### config.mk
export PLATFORM = sky130hd
export DESIGN_NAME = gremlin_spawn_ctrl_flat
export DESIGN_NICKNAME = d
export VERILOG_FILES = /design/src/rtl/gremlin_spawn_ctrl_if.sv /design/src/rtl/gremlin_spawn_ctrl.sv /design/src/flat_wrapper.sv
export SDC_FILE = /design/constraint.sdc
export NUM_CORES = 1
export LEC_CHECK = 0
export BUFFER_PORTS_ARGS = -buffer_cell sky130_fd_sc_hd__buf_2
export CAP_MARGIN = 20
export CORE_MARGIN = 8
export CORE_UTILIZATION = 29
export CTS_BUF_LIST = sky130_fd_sc_hd__clkbuf_4 sky130_fd_sc_hd__clkbuf_8
export DETAILED_ROUTE_END_ITERATION = 16
export PLACE_DENSITY = 0.49
export SYNTH_ARGS = -nofsm -noshare
export SYNTH_HDL_FRONTEND = slang
export SYNTH_SLANG_ARGS = --single-unit
### constraint.sdc
create_clock -name clk -period 4.8 [get_ports clk]
set_input_delay 0.48 -clock clk [delete_from_list [all_inputs] [get_ports clk]]
set_output_delay 0.48 -clock clk [all_outputs]
set_load 0.05 [all_outputs]
### src/rtl/gremlin_spawn_ctrl_if.sv
// Bus between the VGA timing / collision side and the gremlin spawn controller.
// The master drives vertical blank, round level and hits; the slave returns strobes and slot status.
interface gremlin_spawn_ctrl_if #(
    parameter int N_GREM = 4
);
    logic              vblnk_in;
    logic              game_on;
    logic [N_GREM-1:0] hit;
    logic              en;
    logic              frame_tick;
    logic [N_GREM-1:0] grem_enable;
    logic [N_GREM-1:0] tomb;
    logic [7:0]        kill_cnt;

    modport master (
        output vblnk_in, game_on, hit,
        input  en, frame_tick, grem_enable, tomb, kill_cnt
    );

    modport slave (
        input  vblnk_in, game_on, hit,
        output en, frame_tick, grem_enable, tomb, kill_cnt
    );
endinterface

### src/rtl/gremlin_spawn_ctrl.sv
// Frame strobes, per-slot spawn/alive/tombstone/respawn sequencing and kill counting
// for a bank of gremlin instances.
//
// state   | meaning
// --------+------------------------------------------------------------
// S_IDLE  | no round running; slot hidden
// S_WAIT  | hidden, counting frames down to (re)spawn
// S_ALIVE | visible and moving; a hit sends it to S_TOMB
// S_TOMB  | tombstone shown, counting frames down to respawn wait
module gremlin_spawn_ctrl #(
    parameter int N_GREM         = 4,
    parameter int MOVE_DIV       = 1,
    parameter int TOMB_FRAMES    = 60,
    parameter int RESPAWN_FRAMES = 120,
    parameter int STAGGER_FRAMES = 30
) (
    input  logic                 clk,
    input  logic                 rst,
    gremlin_spawn_ctrl_if.slave  bus
);
    typedef enum logic [1:0] {
        S_IDLE,
        S_WAIT,
        S_ALIVE,
        S_TOMB
    } slot_state_e;

    slot_state_e       state_q [N_GREM];
    slot_state_e       state_d [N_GREM];
    logic [7:0]        cnt_q   [N_GREM];
    logic [7:0]        cnt_d   [N_GREM];

    logic              vblnk_q;
    logic              game_on_q;
    logic              tick;
    logic              round_start;
    logic [3:0]        div_q;
    logic [N_GREM-1:0] killed;
    logic [3:0]        kill_sum;
    logic [8:0]        kill_total;

    assign tick        = bus.vblnk_in & ~vblnk_q;
    assign round_start = bus.game_on & ~game_on_q;

    // game_on low dominates, then round start, then the per-state behaviour
    always_comb begin
        killed = '0;
        for (int i = 0; i < N_GREM; i++) begin
            state_d[i] = state_q[i];
            cnt_d[i]   = cnt_q[i];
            if (!bus.game_on) begin
                state_d[i] = S_IDLE;
                cnt_d[i]   = '0;
            end else if (round_start) begin
                state_d[i] = S_WAIT;
                cnt_d[i]   = 8'(i * STAGGER_FRAMES);
            end else begin
                case (state_q[i])
                    S_WAIT: begin
                        if (tick) begin
                            if (cnt_q[i] == 8'd0) state_d[i] = S_ALIVE;
                            else                  cnt_d[i]   = cnt_q[i] - 8'd1;
                        end
                    end
                    S_ALIVE: begin
                        if (bus.hit[i]) begin
                            state_d[i] = S_TOMB;
                            cnt_d[i]   = 8'(TOMB_FRAMES - 1);
                            killed[i]  = 1'b1;
                        end
                    end
                    S_TOMB: begin
                        if (tick) begin
                            if (cnt_q[i] == 8'd0) begin
                                state_d[i] = S_WAIT;
                                cnt_d[i]   = 8'(RESPAWN_FRAMES - 1);
                            end else begin
                                cnt_d[i] = cnt_q[i] - 8'd1;
                            end
                        end
                    end
                    default: begin
                        state_d[i] = S_IDLE;
                    end
                endcase
            end
        end
    end

    always_comb begin
        kill_sum = '0;
        for (int i = 0; i < N_GREM; i++) begin
            kill_sum = kill_sum + 4'(killed[i]);
        end
        kill_total = {1'b0, bus.kill_cnt} + 9'(kill_sum);
    end

    // edge-detect flops reset high so a level already high at release is not an edge
    always_ff @(posedge clk) begin
        if (rst) begin
            vblnk_q         <= 1'b1;
            game_on_q       <= 1'b1;
            div_q           <= '0;
            bus.frame_tick  <= 1'b0;
            bus.en          <= 1'b0;
            bus.grem_enable <= '0;
            bus.tomb        <= '0;
            bus.kill_cnt    <= '0;
            for (int i = 0; i < N_GREM; i++) begin
                state_q[i] <= S_IDLE;
                cnt_q[i]   <= '0;
            end
        end else begin
            vblnk_q        <= bus.vblnk_in;
            game_on_q      <= bus.game_on;
            bus.frame_tick <= tick;
            bus.en         <= bus.game_on && tick && (div_q == 4'(MOVE_DIV - 1));

            if (!bus.game_on)                   div_q <= '0;
            else if (tick) begin
                if (div_q == 4'(MOVE_DIV - 1)) div_q <= '0;
                else                           div_q <= div_q + 4'd1;
            end

            for (int i = 0; i < N_GREM; i++) begin
                state_q[i]         <= state_d[i];
                cnt_q[i]           <= cnt_d[i];
                bus.grem_enable[i] <= (state_d[i] == S_ALIVE);
                bus.tomb[i]        <= (state_d[i] == S_TOMB);
            end

            if (round_start)              bus.kill_cnt <= '0;
            else if (kill_total > 9'd255) bus.kill_cnt <= 8'hFF;
            else                          bus.kill_cnt <= kill_total[7:0];
        end
    end
endmodule

### src/flat_wrapper.sv
// flat-port wrapper written by rule: the top's interface ports become plain ports
module gremlin_spawn_ctrl_flat 
#(
    parameter int N_GREM         = 4,
    parameter int MOVE_DIV       = 1,
    parameter int TOMB_FRAMES    = 60,
    parameter int RESPAWN_FRAMES = 120,
    parameter int STAGGER_FRAMES = 30
)
  (clk, rst, bus_vblnk_in, bus_game_on, bus_hit, bus_en, bus_frame_tick, bus_grem_enable, bus_tomb, bus_kill_cnt);
  gremlin_spawn_ctrl_if #(.N_GREM(N_GREM)) bus_i ();
  input  logic clk;
  input  logic rst;
  input wire logic [$bits(bus_i.vblnk_in)-1:0] bus_vblnk_in;
  input wire logic [$bits(bus_i.game_on)-1:0] bus_game_on;
  input wire logic [$bits(bus_i.hit)-1:0] bus_hit;
  output wire logic [$bits(bus_i.en)-1:0] bus_en;
  output wire logic [$bits(bus_i.frame_tick)-1:0] bus_frame_tick;
  output wire logic [$bits(bus_i.grem_enable)-1:0] bus_grem_enable;
  output wire logic [$bits(bus_i.tomb)-1:0] bus_tomb;
  output wire logic [$bits(bus_i.kill_cnt)-1:0] bus_kill_cnt;
  assign bus_i.vblnk_in = bus_vblnk_in;
  assign bus_i.game_on = bus_game_on;
  assign bus_i.hit = bus_hit;
  assign bus_en = bus_i.en;
  assign bus_frame_tick = bus_i.frame_tick;
  assign bus_grem_enable = bus_i.grem_enable;
  assign bus_tomb = bus_i.tomb;
  assign bus_kill_cnt = bus_i.kill_cnt;
  gremlin_spawn_ctrl #(.N_GREM(N_GREM), .MOVE_DIV(MOVE_DIV), .TOMB_FRAMES(TOMB_FRAMES), .RESPAWN_FRAMES(RESPAWN_FRAMES), .STAGGER_FRAMES(STAGGER_FRAMES)) u_core (.clk(clk), .rst(rst), .bus(bus_i));
endmodule
=== Word level (Yosys, flattened, before mapping) ===
Memory sizes are Yosys's and may differ from the RTL's.
Index checks and enable logic that the tools add are counted.

* Register bits after elaboration: 24
* RAM bits: 40
* Bits of input ports: 8
* Output and inout port bits: 18
* Logic and storage cells: 155
* Memories: 2

{| class="wikitable"
|+ Memories
! name !! depth !! width !! rd ports !! clocked after Yosys merged registers in !! write ports !! line !! source
|-
| u_core.cnt_q || 4 || 8 || 4 || 0 || 4 || gremlin_spawn_ctrl.sv:30 || <nowiki>logic [7:0] cnt_q [N_GREM];</nowiki>
|-
| u_core.state_q || 4 || 2 || 4 || 0 || 4 || gremlin_spawn_ctrl.sv:28 || <nowiki>slot_state_e state_q [N_GREM];</nowiki>
|}

* Add/subtract/negate cells: 9
* Order comparisons: 1
* Equality and inequality tests: 20
* Muxes and demuxes: 93
* Bitwise logic cells: 13
* Reduce and logical (&&, ||, !) cells: 9

{| class="wikitable"
|+ Operator list
! kind !! count
|-
| $mux W8 || 33
|-
| $pmux W8 S3 || 4
|-
| $mux W2 || 32
|-
| $eq A2 B2 Y1 const B || 16
|-
| $logic_not A8 Y1 || 4
|-
| $sub A8 B1 Y8 const B || 4
|-
| $pmux W2 S3 || 4
|-
| $mux W1 || 19
|-
| $add A8 B4 Y9 || 1
|-
| $gt A9 B8 Y1 const B || 1
|-
| $add A4 B1 Y4 || 2
|-
| $eq A2 B1 Y1 const B || 4
|-
| $or A1 B1 Y1 || 8
|-
| $add A4 B1 Y4 const B || 1
|-
| $logic_not A4 Y1 || 1
|-
| $mux W4 || 1
|-
| $reduce_or A2 Y1 || 2
|-
| $not A1 Y1 || 3
|-
| $add A1 B1 Y2 || 1
|-
| $and A1 B1 Y1 || 2
|-
| $logic_and A1 B1 Y1 || 2
|}

=== Logic depth before layout (Yosys ltp) ===
An unclocked memory read counts as a cell.

* Depth after elaboration: 11
* Gate-level depth with buffers: 14
* Mapped depth without buffers: 13

=== Least setup slack after synthesis ===
OpenSTA, ideal clock, no wires.

* Kind: register to register
* Start: memory u_core.state_q[0][3] (netlist bit)
* End: register u_core.bus.kill_cnt[5]
* Library setup time: 0.078 ns
* Arrival time: 3.303 ns
* Required time: 4.722 ns
* Slack: 1.419 ns
* Stages on the path, launching flop included: 15
* Buffers on the path: 1
* Clock period less this slack: 3.381 ns
* Cell sequence: dfxtp_1 > nor2b_1 > nand2_1 > nor2_1 > ha_1 > fa_1 > ha_1 > inv_1 > fa_1 > nor2b_1 > nor2_1 > or3_1 > clkbuf_1 > and3_1 > nor3_1

{| class="wikitable"
|+ RTL lines
! item !! line !! source
|-
| from (decl) || gremlin_spawn_ctrl.sv:28 ||
|-
| to (signal assigned) || gremlin_spawn_ctrl.sv:134 || <nowiki>else bus.kill_cnt <= kill_total[7:0];</nowiki>
|-
| to (decl) || gremlin_spawn_ctrl_if.sv:22 || <nowiki>output en, frame_tick, grem_enable, tomb, kill_cnt</nowiki>
|}

==> key figures <==
Timing
  • Slew Limit Headroom: 36.2%
  • Clk_skew: about 0.012 ns
  • Final Worst Setup Slack: about 1.1 ns
  • Final hold slack: between 0.4 and 0.5 ns
  • Setup Total Neg Slack: 0 ns
  • Final hold violation count: 0
  • Fin crit share: between 70% and 80%
  • Final setup vio count: 0
  • Actual slew at the worst max-slew pin: between 0.9 and 1 ns
  • RSZ-0062 raised after global routing: no
  • Max Freq: 270 MHz
  • Final Max Tran Viols: 0
  • Final Critical Period: 3.70 ns

Clock network
  • Postcts setup bufs: 0
  • Worst-Skew Late Latency: 0.36 ns
  • CTS tree: built
  • Clock slew at reported path FFs: ~0.07 ns
  • Clk buf depth: 2
  • Num CTS Buffers: 9
  • Root buffer cell: clkbuf_8
  • CTS sink count: 64
  • Cts hold-fix bufs: 0
  • Post-CTS Resized: 0
  • H-tree levels: 3

Route
  • First-pass detailed-route iteration total: 5
  • Vias: around 3000
  • DRC: 0
  • Total wire length: ~8600 µm
  • Antenna-violating nets left: 0
  • First DRT Iteration DRCs: ~280
  • WL/cell: roughly 14 µm
  • Vias per cell: roughly 5.2

Worst setup path
  • CP startpoint kind: register
  • Cell family with most CP delay: simple AND/OR/NAND/NOR gates
  • Required time of the critical path: 5.07 ns
  • Worst path slowest cell: or3_1
  • Crit path DAT: approximately 4.0 ns
  • R2r setup slk: about 1.1 ns
  • FF-to-FF Start: u_core.state_q[0][3]
  • Kind of critical path: register to register
  • Worst r2r dst: u_core.bus.kill_cnt[5]
  • Cells along the critical path: nor2b_1, nand2_1, nor2_1, ha_1, fa_1, ha_1, inv_1, fa_1, nor2b_1, nor2_1, or3_1, and3_1, nor3_1
  • Crit path largest cell delay: 0.44 ns
  • WP buf/inv: 1
  • Worst Path Max Fanout: 7
  • Path depth of the worst reg2reg path: 13
  • Setup crit end kind: register

Die
  • Core area: 0.0119 mm²
  • Die area: around 0.016 mm²
  • Die width: around 130 µm
  • Die height: ~130 µm
  • # IOs: 26
  • Initial Utilization: a little under 30%
  • FP Rows: 40

Pwr
  • Sw frac: 24.3%
  • Sequential Power Share: 47.9%
  • Clock Power Share: between 40 and 50%
  • Worst vdd ir: about 110 µV
  • P per Cell Area: roughly 280 mW/mm²
  • Logic gate share of total power: under 10%
  • LEAKAGE: roughly 1.6 nW
  • Psw: approximately 0.00028 W
  • Internal power: 0.000858 W

Worst hold path
  • Worst Hold End: u_core.vblnk_q
  • Hold depth: 2
  • Hold WC Path Type: primary input to register
  • Worst Min Path Start: bus_vblnk_in

Flow run
  • Max-cap violations: 0

GRT
  • Antenna violations before repair: 0
  • First-pass GRT wire length: around 14000 µm
  • Vias in the first global route: just under 3000
  • GRT Total Usage: between 10% and 20%
  • Grt total ovfl: 0
  • Largest net degree at the start of global routing: 14

Place
  • DP HPWL: between 6000 and 7000 µm
  • Dpl ws: ~1.1 ns
  • Port Buf Inserts: 25
  • Placer Congestion: 0.826

Cells and area
  • Fillers: roughly 1300
  • Ant. Diodes: 0
  • Area growth syn-to-layout: 13.9%
  • Share of layout cells above drive strength 1: a little over an eighth
  • Final net count: ~480

Synth
  • Synth Flop Type: dfxtp_1
  • Synthesized cell area: roughly 0.0035 mm²
  • FFs w/ async S/R, synth: 0%
  • Sequential area share after synthesis: a little over a third
  • Netlist cell types: a little under 70
  • Post-Synthesis Cells: 421
  • Synth Net Count: 450
  • EDFF count, synth: 0
  • Syn Area/Cell: about 8.4 µm²
  • FF+latch count, synth: 64
  • Yosys Warn Count: 0

Run status
  • Outcome: finished clean
==> cells in the mapped netlist (all sizes together), types with 4 or more instances <==
| cell | number | area (µm²) |
|---|---|---|
| a211oi | 10 | 80.1 |
| and2 | 5 | 32.5 |
| nand3b | 6 | 45.0 |
| xnor2 | 6 | 52.6 |
| clkbuf | 10 | 37.5 |
| nand2b | 8 | 50.1 |
| or2 | 4 | 25.0 |
| a31oi | 6 | 37.5 |
| o21ai | 18 | 101 |
| dfxtp | 64 | 1280 |
| nand4 | 7 | 43.8 |
| ha | 19 | 238 |
| nand3 | 12 | 60.1 |
| nor3 | 13 | 70.1 |
| nor2 | 47 | 176 |
| a21oi | 35 | 179 |
| inv | 26 | 97.6 |
| nor2b | 12 | 75.1 |
| xor2 | 5 | 43.8 |
| nand2 | 34 | 128 |
| nor4b | 4 | 62.6 |
| or3 | 6 | 37.5 |
==> registers in the layout, indices dropped and copies added (netlist names) <==
signal / count
u_core.bus.en: 1
u_core.bus.frame_tick: 1
u_core.bus.grem_enable: 4
u_core.bus.kill_cnt: 8
u_core.bus.tomb: 4
u_core.cnt_q: 32
u_core.div_q: 4
u_core.game_on_q: 1
u_core.state_q: 8
u_core.vblnk_q: 1
==> stage by stage <==
step | area, µm² | utilization (%) | cells | power [W]
after floorplan | 3520 | - | 421 | 0.000604
after global routing | 4010 | 33.6 | 598 | 0.00118
after detailed placement | 3780 | 31.7 | 581 | 0.000626
after CTS | 4000 | 33.6 | 597 | 0.00115
final | 4010 | 33.6 | 598 | 0.00113
after global placement | 3770 | 31.7 | 580 | 0.000625
==> power by group through the flow <==
stage	sequential [W]	clock, W	combinational, W
finish	0.000543	0.000520	0.0000708
global route	0.000545	0.000559	0.0000785
floorplan	0.000555	0	0.0000486
CTS	0.000543	0.000537	0.0000701
global placement	0.000555	0	0.0000695
detailed placement	0.000556	0	0.0000698
==> routing by layer <==
| layer | share of wire, % | vias up | track usage [%] |
|---|---|---|---|
| li1 | - | 1566 | - |
| met1 | 49 | 1443 | 14.5 |
| met2 | 45 | 62 | 17.3 |
| met3 | 3.7 | 10 | 2.53 |
| met4 | 2.1 | 0 | 6.16 |
| met5 | 0 | - | 0 |
==> area by class of cell <==
class                           count  area [µm²]  area share, %
Multi-Input combinational cell    318        2090           52.0
Sequential cell                    64        1280           32.0
Tap cell                          147         184           4.59
Clock buffer                       10         131           3.28
Inverter                           26        97.6           2.44
Clock inverter                      6        83.8           2.09
Timing Repair Buffer               27         144           3.59
==> worst max path at each step <==
stage                     slack, ns                     end                  from  depth (start not counted)
final                          1.10  u_core.bus.kill_cnt[5]  u_core.state_q[0][3]                         13
after CTS                      1.10  u_core.bus.kill_cnt[5]  u_core.state_q[0][3]                         13
after global placement         1.23  u_core.bus.kill_cnt[5]  u_core.state_q[0][3]                         13
after global routing           0.85  u_core.bus.kill_cnt[5]  u_core.state_q[0][3]                         13
after floorplan                1.42  u_core.bus.kill_cnt[5]  u_core.state_q[0][3]                         14
after detailed placement       1.12  u_core.bus.kill_cnt[5]  u_core.state_q[0][3]                         13
==> layout by cell type, fill, tap and decap left out, types with 3 or more instances in the layout <==
cell type,netlist,layout
or3_1,6,6
dfxtp_1,64,64
inv_1,26,26
or2_2,3,3
xnor2_1,6,6
a31oi_1,6,6
a211oi_1,9,9
o21ai_1,4,4
clkbuf_8,0,9
nor3b_1,3,3
o211ai_1,3,3
a221oi_1,3,3
a311oi_1,3,3
buf_2,3,25
nor2b_1,12,12
o31ai_1,3,3
clkinv_2,0,3
and2_1,4,4
xor2_1,5,5
nand2_1,34,34
nand3b_1,6,6
o21ai_0,13,13
nor4_1,3,3
a21o_1,3,3
nor3_1,12,12
nor2_1,47,47
nand3_1,12,12
ha_1,19,19
a21oi_1,34,34
nand4_1,7,7
o221a_2,3,3
nand2b_1,8,8
==> logic make-up after synthesis <==
group / synth area share (%)
mux: 0.285
fa+ha+maj: 7.90
compound gates: 21.3
xor+xnor: 2.74
flops: 36.4
buf+inv: 4.27
simple gates: 27.1
Note: power is estimated with default switching activity, not from simulation.
